### src/rtl/sram_pkg.sv
// sram_pkg: shared definitions for the SRAM bank arbiter.
//   state_t        sequencer states (IDLE, SETUP, STROBE, HOLD, ACK)
//   C_SRAM_CHIPS   number of 2Mx8 chips in the bank
//   C_SRAM_AW      byte address width inside one chip
//   C_WORD_AW      requester word address width
//   wait_in_range  legal-range check for the strobe width parameter
//   first_lane     lowest selected byte lane, with a found flag in bit 2
package sram_pkg;

    typedef enum logic [2:0] {
        S_IDLE   = 3'd0,
        S_SETUP  = 3'd1,
        S_STROBE = 3'd2,
        S_HOLD   = 3'd3,
        S_ACK    = 3'd4
    } state_t;

    localparam int C_SRAM_CHIPS = 4;
    localparam int C_SRAM_AW    = 21;
    localparam int C_WORD_AW    = 21;

    localparam int C_WAIT_MIN   = 1;
    localparam int C_WAIT_MAX   = 15;
    localparam int C_WAIT_W     = 4;

    function automatic bit wait_in_range(input int w);
        return (w >= C_WAIT_MIN) && (w <= C_WAIT_MAX);
    endfunction

    // Scans from the top lane down so the lowest set lane wins.
    function automatic logic [2:0] first_lane(input logic [3:0] lanes);
        logic [2:0] r;
        r = 3'b000;
        for (int i = 3; i >= 0; i--) begin
            if (lanes[i]) begin
                r = {1'b1, 2'(i)};
            end
        end
        return r;
    endfunction

endpackage

### src/rtl/sram_rr_arb2.sv
// sram_rr_arb2: two-way round-robin grant with a last-grant pointer.
//   clk, rst_n   clock and asynchronous active-low reset
//   req          request vector, bit n = port n
//   grant_en     high when the sequencer can accept a new transaction
//   grant_valid  at least one port is requesting
//   grant_port   port that wins this cycle
// After reset the pointer says "port 1 last", so port 0 wins the first tie.
module sram_rr_arb2
    import sram_pkg::*;
(
    input  logic       clk,
    input  logic       rst_n,
    input  logic [1:0] req,
    input  logic       grant_en,
    output logic       grant_valid,
    output logic       grant_port
);

    logic last_port;

    // On a tie the port that was not granted last wins; otherwise the lone requester.
    always_comb begin
        grant_valid = |req;
        if (req == 2'b11) begin
            grant_port = ~last_port;
        end else begin
            grant_port = req[1];
        end
    end

    // The pointer only moves when a grant is actually taken.
    always_ff @(posedge clk or negedge rst_n) begin
        if (!rst_n) begin
            last_port <= 1'b1;
        end else if (grant_en && grant_valid) begin
            last_port <= grant_port;
        end
    end

endmodule

### src/rtl/sram_arbiter.sv
// sram_arbiter: two-port arbiter and byte sequencer for a 4 x 2Mx8 async SRAM bank.
//   i_clk, i_reset_n          clock, asynchronous active-low reset
//   i_pN_req/we/addr/be/wdata port N word request (N = 0 CPU bridge, 1 DMA bridge)
//   o_pN_ack, o_pN_rdata      one-cycle completion strobe and read word
//   o_sram_cs_n               one-hot-low chip select from word addr bits 20:19
//   o_sram_read_n/write_n     active-low output enable and write strobe
//   o_sram_addr               byte address within the chip {word[18:0], lane}
//   o_sram_data_oe/data       write data and its pad-driver enable
//   i_sram_data               read byte from the pad
// Each word becomes up to four byte cycles of SETUP, P_WAIT x STROBE, HOLD.
module sram_arbiter
    import sram_pkg::*;
#(
    parameter int P_WAIT = 2
) (
    input  logic                    i_clk,
    input  logic                    i_reset_n,
    input  logic                    i_p0_req,
    input  logic                    i_p0_we,
    input  logic [C_WORD_AW-1:0]    i_p0_addr,
    input  logic [3:0]              i_p0_be,
    input  logic [31:0]             i_p0_wdata,
    output logic                    o_p0_ack,
    output logic [31:0]             o_p0_rdata,
    input  logic                    i_p1_req,
    input  logic                    i_p1_we,
    input  logic [C_WORD_AW-1:0]    i_p1_addr,
    input  logic [3:0]              i_p1_be,
    input  logic [31:0]             i_p1_wdata,
    output logic                    o_p1_ack,
    output logic [31:0]             o_p1_rdata,
    output logic [C_SRAM_CHIPS-1:0] o_sram_cs_n,
    output logic                    o_sram_read_n,
    output logic                    o_sram_write_n,
    output logic [C_SRAM_AW-1:0]    o_sram_addr,
    output logic                    o_sram_data_oe,
    output logic [7:0]              o_sram_data,
    input  logic [7:0]              i_sram_data
);

    if (!wait_in_range(P_WAIT)) begin : g_bad_wait
        $error("sram_arbiter: P_WAIT must be within 1..15");
    end

    localparam logic [C_WAIT_W-1:0] C_LAST_WAIT = C_WAIT_W'(P_WAIT - 1);

    state_t                  state;
    state_t                  state_next;

    logic                    grant_en;
    logic                    grant_valid;
    logic                    grant_port;

    logic                    sel_we;
    logic [C_WORD_AW-1:0]    sel_addr;
    logic [3:0]              sel_be;
    logic [31:0]             sel_wdata;
    logic [3:0]              sel_lanes;
    logic [2:0]              sel_first;

    logic                    cur_port;
    logic                    cur_we;
    logic [C_WORD_AW-1:0]    cur_addr;
    logic [3:0]              cur_lanes;
    logic [31:0]             cur_wdata;
    logic [1:0]              lane;
    logic [C_WAIT_W-1:0]     wait_cnt;
    logic [31:0]             rdata_buf;

    logic [3:0]              above_mask;
    logic [2:0]              next_sel;
    logic                    strobe_last;
    logic [C_SRAM_CHIPS-1:0] chip_sel;

    assign grant_en = (state == S_IDLE);

    sram_rr_arb2 u_arb (
        .clk         (i_clk),
        .rst_n       (i_reset_n),
        .req         ({i_p1_req, i_p0_req}),
        .grant_en    (grant_en),
        .grant_valid (grant_valid),
        .grant_port  (grant_port)
    );

    // Request of the winning port, and the lanes it will actually touch:
    // reads fetch the whole word, writes only the enabled bytes.
    always_comb begin
        sel_we     = grant_port ? i_p1_we    : i_p0_we;
        sel_addr   = grant_port ? i_p1_addr  : i_p0_addr;
        sel_be     = grant_port ? i_p1_be    : i_p0_be;
        sel_wdata  = grant_port ? i_p1_wdata : i_p0_wdata;
        sel_lanes  = sel_we ? sel_be : 4'hF;
        sel_first  = first_lane(sel_lanes);
        above_mask = 4'b1110 << lane;
        next_sel   = first_lane(cur_lanes & above_mask);
    end

    assign strobe_last = (wait_cnt == C_LAST_WAIT);
    assign chip_sel    = C_SRAM_CHIPS'(1) << cur_addr[C_WORD_AW-1 -: 2];

    // State register.
    always_ff @(posedge i_clk or negedge i_reset_n) begin
        if (!i_reset_n) begin
            state <= S_IDLE;
        end else begin
            state <= state_next;
        end
    end

    // Next state. A write with no enabled lane has nothing to strobe and
    // goes straight to ACK; skipped lanes never get a SETUP.
    always_comb begin
        state_next = state;
        case (state)
            S_IDLE: begin
                if (grant_valid) begin
                    state_next = sel_first[2] ? S_SETUP : S_ACK;
                end
            end
            S_SETUP:  state_next = S_STROBE;
            S_STROBE: begin
                if (strobe_last) begin
                    state_next = S_HOLD;
                end
            end
            S_HOLD:   state_next = next_sel[2] ? S_SETUP : S_ACK;
            S_ACK:    state_next = S_IDLE;
            default:  state_next = S_IDLE;
        endcase
    end

    // Transaction latches, lane pointer, strobe timer and read assembly.
    // The read byte is captured on the edge that ends the last strobe clock.
    always_ff @(posedge i_clk or negedge i_reset_n) begin
        if (!i_reset_n) begin
            cur_port  <= 1'b0;
            cur_we    <= 1'b0;
            cur_addr  <= '0;
            cur_lanes <= '0;
            cur_wdata <= '0;
            lane      <= '0;
            wait_cnt  <= '0;
            rdata_buf <= '0;
        end else begin
            case (state)
                S_IDLE: begin
                    if (grant_valid) begin
                        cur_port  <= grant_port;
                        cur_we    <= sel_we;
                        cur_addr  <= sel_addr;
                        cur_lanes <= sel_lanes;
                        cur_wdata <= sel_wdata;
                        lane      <= sel_first[1:0];
                        wait_cnt  <= '0;
                    end
                end
                S_STROBE: begin
                    if (strobe_last) begin
                        wait_cnt <= '0;
                        if (!cur_we) begin
                            rdata_buf[{lane, 3'b000} +: 8] <= i_sram_data;
                        end
                    end else begin
                        wait_cnt <= wait_cnt + 1'b1;
                    end
                end
                S_HOLD: begin
                    lane <= next_sel[1:0];
                end
                default: begin
                end
            endcase
        end
    end

    // Pin outputs decoded from the state. Chip select and the data driver
    // stay on through SETUP, STROBE and HOLD so the strobe edges are clean.
    always_comb begin
        o_sram_cs_n    = '1;
        o_sram_read_n  = 1'b1;
        o_sram_write_n = 1'b1;
        o_sram_data_oe = 1'b0;
        o_p0_ack       = 1'b0;
        o_p1_ack       = 1'b0;
        case (state)
            S_SETUP, S_HOLD: begin
                o_sram_cs_n    = ~chip_sel;
                o_sram_data_oe = cur_we;
            end
            S_STROBE: begin
                o_sram_cs_n    = ~chip_sel;
                o_sram_data_oe = cur_we;
                o_sram_read_n  = cur_we;
                o_sram_write_n = ~cur_we;
            end
            S_ACK: begin
                o_p0_ack = ~cur_port;
                o_p1_ack = cur_port;
            end
            default: begin
            end
        endcase
    end

    assign o_sram_addr = {cur_addr[C_SRAM_AW-3:0], lane};
    assign o_sram_data = cur_we ? cur_wdata[{lane, 3'b000} +: 8] : 8'h00;
    assign o_p0_rdata  = rdata_buf;
    assign o_p1_rdata  = rdata_buf;

endmodule
### config.mk
export PLATFORM = sky130hd
export DESIGN_NAME = sram_arbiter
export DESIGN_NICKNAME = d
export VERILOG_FILES = /design/src/rtl/sram_pkg.sv /design/src/rtl/sram_rr_arb2.sv /design/src/rtl/sram_arbiter.sv
export SDC_FILE = /design/constraint.sdc
export NUM_CORES = 1
export LEC_CHECK = 0
export CAP_MARGIN = 15
export CORE_ASPECT_RATIO = 0.9
export CORE_UTILIZATION = 43
export CTS_BUF_LIST = sky130_fd_sc_hd__clkbuf_16
export DETAILED_ROUTE_END_ITERATION = 10
export PLACE_DENSITY = 0.89
export REMOVE_ABC_BUFFERS = 1
export SYNTH_ARGS = -nofsm -noshare
export SYNTH_HDL_FRONTEND = slang
export SYNTH_HIERARCHICAL = 1
export SYNTH_SLANG_ARGS = --single-unit
### constraint.sdc
create_clock -name i_clk -period 2.6 [get_ports i_clk]
set_input_delay 0.26 -clock i_clk [delete_from_list [all_inputs] [get_ports i_clk]]
set_output_delay 0.26 -clock i_clk [all_outputs]
set_load 0.005 [all_outputs]
# Word-level counts from Yosys, hierarchy flattened
# Cells that the tools add are included.
[op_classes]
n_addsub = 2
multipliers = 0
n_div = 0
n_lt_le_gt_ge = 0
n_eq_ne = 8
shift = 5
n_mux = 32
n_bitwise = 5
reduce_logical = 11
[ops]
columns = ["cell", "count"]
rows = [
  ["$mux W3", 12],
  ["$bwmux W32", 1],
  ["$mux W32", 1],
  ["$shift A8 B7 Y32 const A", 1],
  ["$shiftx A32 B6 Y8", 1],
  ["$shiftx A8 B7 Y32", 1],
  ["$mux W21", 1],
  ["$mux W4", 5],
  ["$pmux W3 S4", 1],
  ["$mux W8", 1],
  ["$pmux W4 S2", 1],
  ["$reduce_and A2 Y1", 4],
  ["$mux W1", 7],
  ["$neg A5 Y7", 1],
  ["$eq A3 B2 Y1 const B", 2],
  ["$add A4 B1 Y4 const B", 1],
  ["$and A4 B4 Y4", 1],
  ["$eq A4 B1 Y1 const B", 1],
  ["$ne A2 B2 Y1 const B", 2],
  ["$not A4 Y4", 1],
  ["$pmux W2 S2", 1],
  ["$reduce_bool A2 Y1", 2],
  ["$shl A1 B2 Y4 const A", 1],
  ["$shl A4 B2 Y4 const A", 1],
  ["other kinds (10)", 12],
]
[word_totals]
reg_bits = 101
latch_bits = 0
ramBits = 0
romBits = 0
input_bits = 128
out_inout_bits = 102
word_cells = 73
mem_count = 0

# Logic depth before layout (Yosys ltp)
[logic_depth]
word_depth = 11
ltp_mapped = 7

# Hierarchy
# Netlist, hierarchy kept.
[modules_own_cells]
columns = ["mod", "instances", "cells_per_inst", "area_each_um2", "seq_area_each_um2"]
rows = [
  ["sram_arbiter", 1, 556, 5388.9, 2477.4],
  ["sram_rr_arb2", 1, 5, 51.3, 26.3],
]

# Least setup slack after synthesis
# Ideal clock, no wire load.
[synth_timing]
path_type = "reg-to-reg"
from = "reg lane[1]"
to = "reg rdata_buf[10], in the netlist o_p0_rdata[10]"
setup_time_ps = 84
t_arrival_ps = 1918
required_time_ps = 2516
setup_slack_ps = 598
stages_incl_launch_ff = 7
cell_sequence = "dfrtp_1 clkbuf_1 inv_1 ha_1 nor3b_1 nand2_1 o21ai_0"
[synth_between]
elab_chain_len = 3
[synth_lines]
columns = ["item", "line_no", "text"]
rows = [
  ["from (decl)", "sram_arbiter.sv:66", "logic [1:0] lane;"],
  ["from (signal assigned)", "sram_arbiter.sv:154", "lane <= sel_first[1:0];"],
  ["from (signal assigned)", "sram_arbiter.sv:169", "lane <= next_sel[1:0];"],
  ["$neg A5 Y7 *", "sram_arbiter.sv:162", "rdata_buf[{lane, 3'b000} +: 8] <= i_sram_data;"],
  ["$shiftx A8 B7 Y32 / $shift A8 B7 Y32 (equally long branches)", "sram_arbiter.sv:162", ""],
  ["$bwmux W32 *", "sram_arbiter.sv:162", ""],
  ["to (signal, indexed assignment)", "sram_arbiter.sv:162", ""],
  ["to (decl)", "sram_arbiter.sv:68", "logic [31:0] rdata_buf;"],
]
# Mark *: on every way between the ends. The rest lies on a longest branch, timed or not.
# A chain may end at the register's enable or synchronous reset.

# Final worst setup path
[layout_timing]
from = "reg state[2]"
to = "out o_sram_write_n"
[layout_between]
elab_chain_len = 2
[layout_lines]
columns = ["item", "line_no", "text"]
rows = [
  ["from (decl)", "sram_arbiter.sv:47", "state_t state;"],
  ["from (signal assigned)", "sram_arbiter.sv:107", "state <= state_next;"],
  ["$eq A3 B2 Y1", "sram_arbiter.sv:186", "case (state)"],
  ["$mux W1", "sram_arbiter.sv:186", ""],
  ["to (decl)", "sram_arbiter.sv:34", "output logic o_sram_write_n,"],
]
# Every way passes these cells.

==> key figures <==
Routing
  – Pre-Repair DR Iteration Count: 4
  – Mean routed wirelength per cell: approximately 15 microns
  – Via count: approximately 4.6k
  – Vias per inst: between 5 and 6
  – Post-route DRC: 0
  – Drt total wl: 13.5 mm
  – Post-route ant nets: 0
  – 1st-iter DRT viols: about 260

Finish
  – Most common cell after layout, fill and taps aside: clkdlybuf4s50_1
  – Layout cells sized above 1: 6.37%
  – Synth-to-layout area growth: 42.9%
  – Fin cells: 899
  – Most frequent cells in the layout: clkdlybuf4s50_1, nand2_1, dfrtp_1, o21ai_0, mux2i_1
  – # fillers: ~980
  – Nets: 869
  – Utilization after layout: roughly 64%

Placement
  – DPL Wire Length: roughly 11 mm
  – Placed cells: 882
  – Post-place setup slack: around 400 ps
  – Final Wtd Congestion: just under 0.9
  – IO buf count: roughly 230

Die
  – Die Y: roughly 110 microns
  – Die area: 13,100 sq um
  – Core area: ~12,000 sq um
  – Standard-cell rows: 38
  – Starting Density: 44.7%
  – I/O Pins: 230
  – Die Width: about 120 microns

Timing
  – Worst hold margin: 478 ps
  – Headroom to the max-slew limit: 56.6%
  – Final setup margin: about 250 ps
  – RSZ-0062 raised after global routing: no
  – Final Max Tran Viols: 0
  – Worst Skew: 9.06 ps
  – Setup tns final: 0 ps
  – Fin crit share: approximately nine tenths
  – Least-Margin Pin Slew: around 650 ps
  – Final hold vios: 0
  – Tmin final: between 2000 and 2500 ps
  – F_max: around 0.43 GHz
  – # setup viols final: 0

Yosys
  – Register area share after synthesis: between 40% and 50%
  – Post-synthesis instance total: 561
  – Post-synth ARST share: 100%
  – Most frequently used flop master after synthesis: dfrtp_1
  – Top cells by area, synth: dfrtp_1, mux2i_1, nand2_1
  – Post-synth top area cell: dfrtp_1
  – Cell area after synthesis: between 5000 and 6000 sq um
  – Top-area cell type share of the netlist area: between 40% and 50%
  – Mean Syn Cell Area: approximately 9.7 sq um
  – Synth warnings: 6
  – Post-synth EDFFs: 0
  – Flops & latches, synth: 100
  – Synth cell types: 44

Worst hold path
  – Worst Min Path Start: cur_wdata[18]
  – HP Class: reg -> reg
  – Hold depth: 2
  – Worst Hold Endpoint: cur_wdata[18]

CTS
  – Post-CTS Setup Repair Bufs: 0
  – Bufs on Longest Clock Path: 2
  – CTS tree: built
  – Clock sink count: 100
  – H-tree Lvls: 3
  – PostCTS Resize Cnt: 0
  – Clk Tree Root Cell: clkbuf_16
  – Number of CTS-inserted buffers: 9
  – Clk slew on worst S/H paths: 70 ps
  – Clock Latency Late Sink: approximately 340 ps

Critical path
  – Startpoint types: flip-flop
  – Critical Path Fanout Max: 12
  – Critical Path AT: ~2100 ps
  – Worst path cell trace: nor3b_2 -> nand2_1 -> clkdlybuf4s50_1
  – Worst Setup End Kind: primary output
  – CP Class: reg -> out
  – Slowest-stage cell, CP: nor3b_2
  – Required @ worst endpoint: around 2300 ps
  – Internal reg-to-reg setup slack: roughly 630 ps
  – Slowest stage delay, CP: 620 ps
  – Worst flop-to-flop path endpoint: o_p0_rdata[5]
  – Critical path's top delay family: simple AND/OR/NAND/NOR gates
  – Crit path buf inv count: 1
  – Depth of the most critical reg-to-reg path: 6
  – Worst R2R Start: lane[1]

Global routing
  – Total GRT Usage: 21.4%
  – Initial antenna violation count: 1
  – Number of global-route vias before repair: ~4.5k
  – First-pass GRT wire length: 21.7 mm
  – GRT overflow: 0
  – Largest net degree at the start of global routing: between 100 and 150

Power
  – Static Leak: around 3.4 nW
  – Pwr dens: roughly 1000 nW/um^2
  – Worst VDD drop: between 300 and 400 uV

Run status
  – Outcome: complete, no violations

Flow run
  – MaxCap Viol Count: 0
[per-layer routing]
metal	up-vias	wire (microns)	part of all wire, %	global-route usage (%)
met5	-	0	0	0
li1	2210	-	-	-
met3	26	909	6.8	4.76
met2	205	7100	53	40.7
met4	0	334	2.5	8.55
met1	2118	5110	38	23.0
[registers in the layout, indices dropped and copies added, names as in the netlist]
register,count
cur_lanes,3
cur_we,1
wait_cnt,4
state,3
cur_wdata,32
cur_port,1
lane,2
o_p0_rdata,32
cur_addr,21
u_arb/last_port,1
[how the worst max path moves through the flow]
stage / cells past startpoint / slack, ps / to / startpoint
final: 3 / 250 / o_sram_write_n / state[2]
after global routing: 3 / 130 / o_sram_write_n / state[2]
after CTS: 3 / 230 / o_sram_read_n / state[2]
after detailed placement: 6 / 400 / cur_addr[0] / i_p0_req
after global placement: 5 / 500 / lane[0] / i_p1_req
after floorplan: 5 / -5830 / lane[0] / u_arb/last_port
[where the power goes]
part | leakage, nW | switching (mW) | internal [mW]
registers | 1.17 | 0.582 | 2.28
clock network | 0.133 | 0.572 | 0.645
logic | 2.06 | 1.67 | 2.26
total | 3.36 | 2.82 | 5.19
[repair_timing]
action                                 4_1_cts  5_1_grt
endpoints found under the hold margin       48        0
hold buffers                                 1        0
setup endpoints to repair                    0        0
[worst min-delay path: cells and delay by family (launching register included)]
kind               cells  cell delay, ps
and+or+nand+nor        1              50
DFF                    1             340
AOI/OAI and AO/OA      1              60
[layout make-up]
cell class,instances,area [sq um],share of cell area [%]
sequential,100,2500,32.2
clock inverter,6,42.5,0.547
tap,160,200,2.57
antenna,1,2.50,0.0322
clock buffer,9,225,2.90
timing repair buffer,243,2430,31.3
inverter,7,26.3,0.338
multi-input combinational,373,2340,30.1
[per-stage QoR]
step | total power, mW | instance area (sq um)
floorplan | 4.64 | 4860
global placement | 6.66 | 7500
detailed placement | 6.86 | 7500
CTS | 8.09 | 7770
global route | 8.65 | 7780
finish | 8.01 | 7780
[cells by family after synthesis]
family / count (synthesis) / synth area share (%)
XOR/XNOR: 2 / 0.322
AND/OR/NAND/NOR: 187 / 16.0
buffers and inverters: 88 / 11.2
adder cells (fa/ha/maj): 7 / 1.61
AO/OA/AOI/OAI: 112 / 11.1
flip-flops: 100 / 46.0
multiplexers: 65 / 13.8
[cell usage after synthesis (all sizes together), types with 2 or more instances]
library cell and n:
nand2 131, dfrtp 99, o21ai 94, buf 75
mux2i 55, nor2 11, and2 9, nand2b 9
mux4 8, ha 7, inv 7, clkbuf 6
nand3 6, a21oi 5, nand4 5, nor3b 4
nor3 3, a21o 2, a31oi 2, mux2 2
nand3b 2, nor2b 2, o32ai 2, xnor2 2
Note: power is estimated with default switching activity, not from simulation.
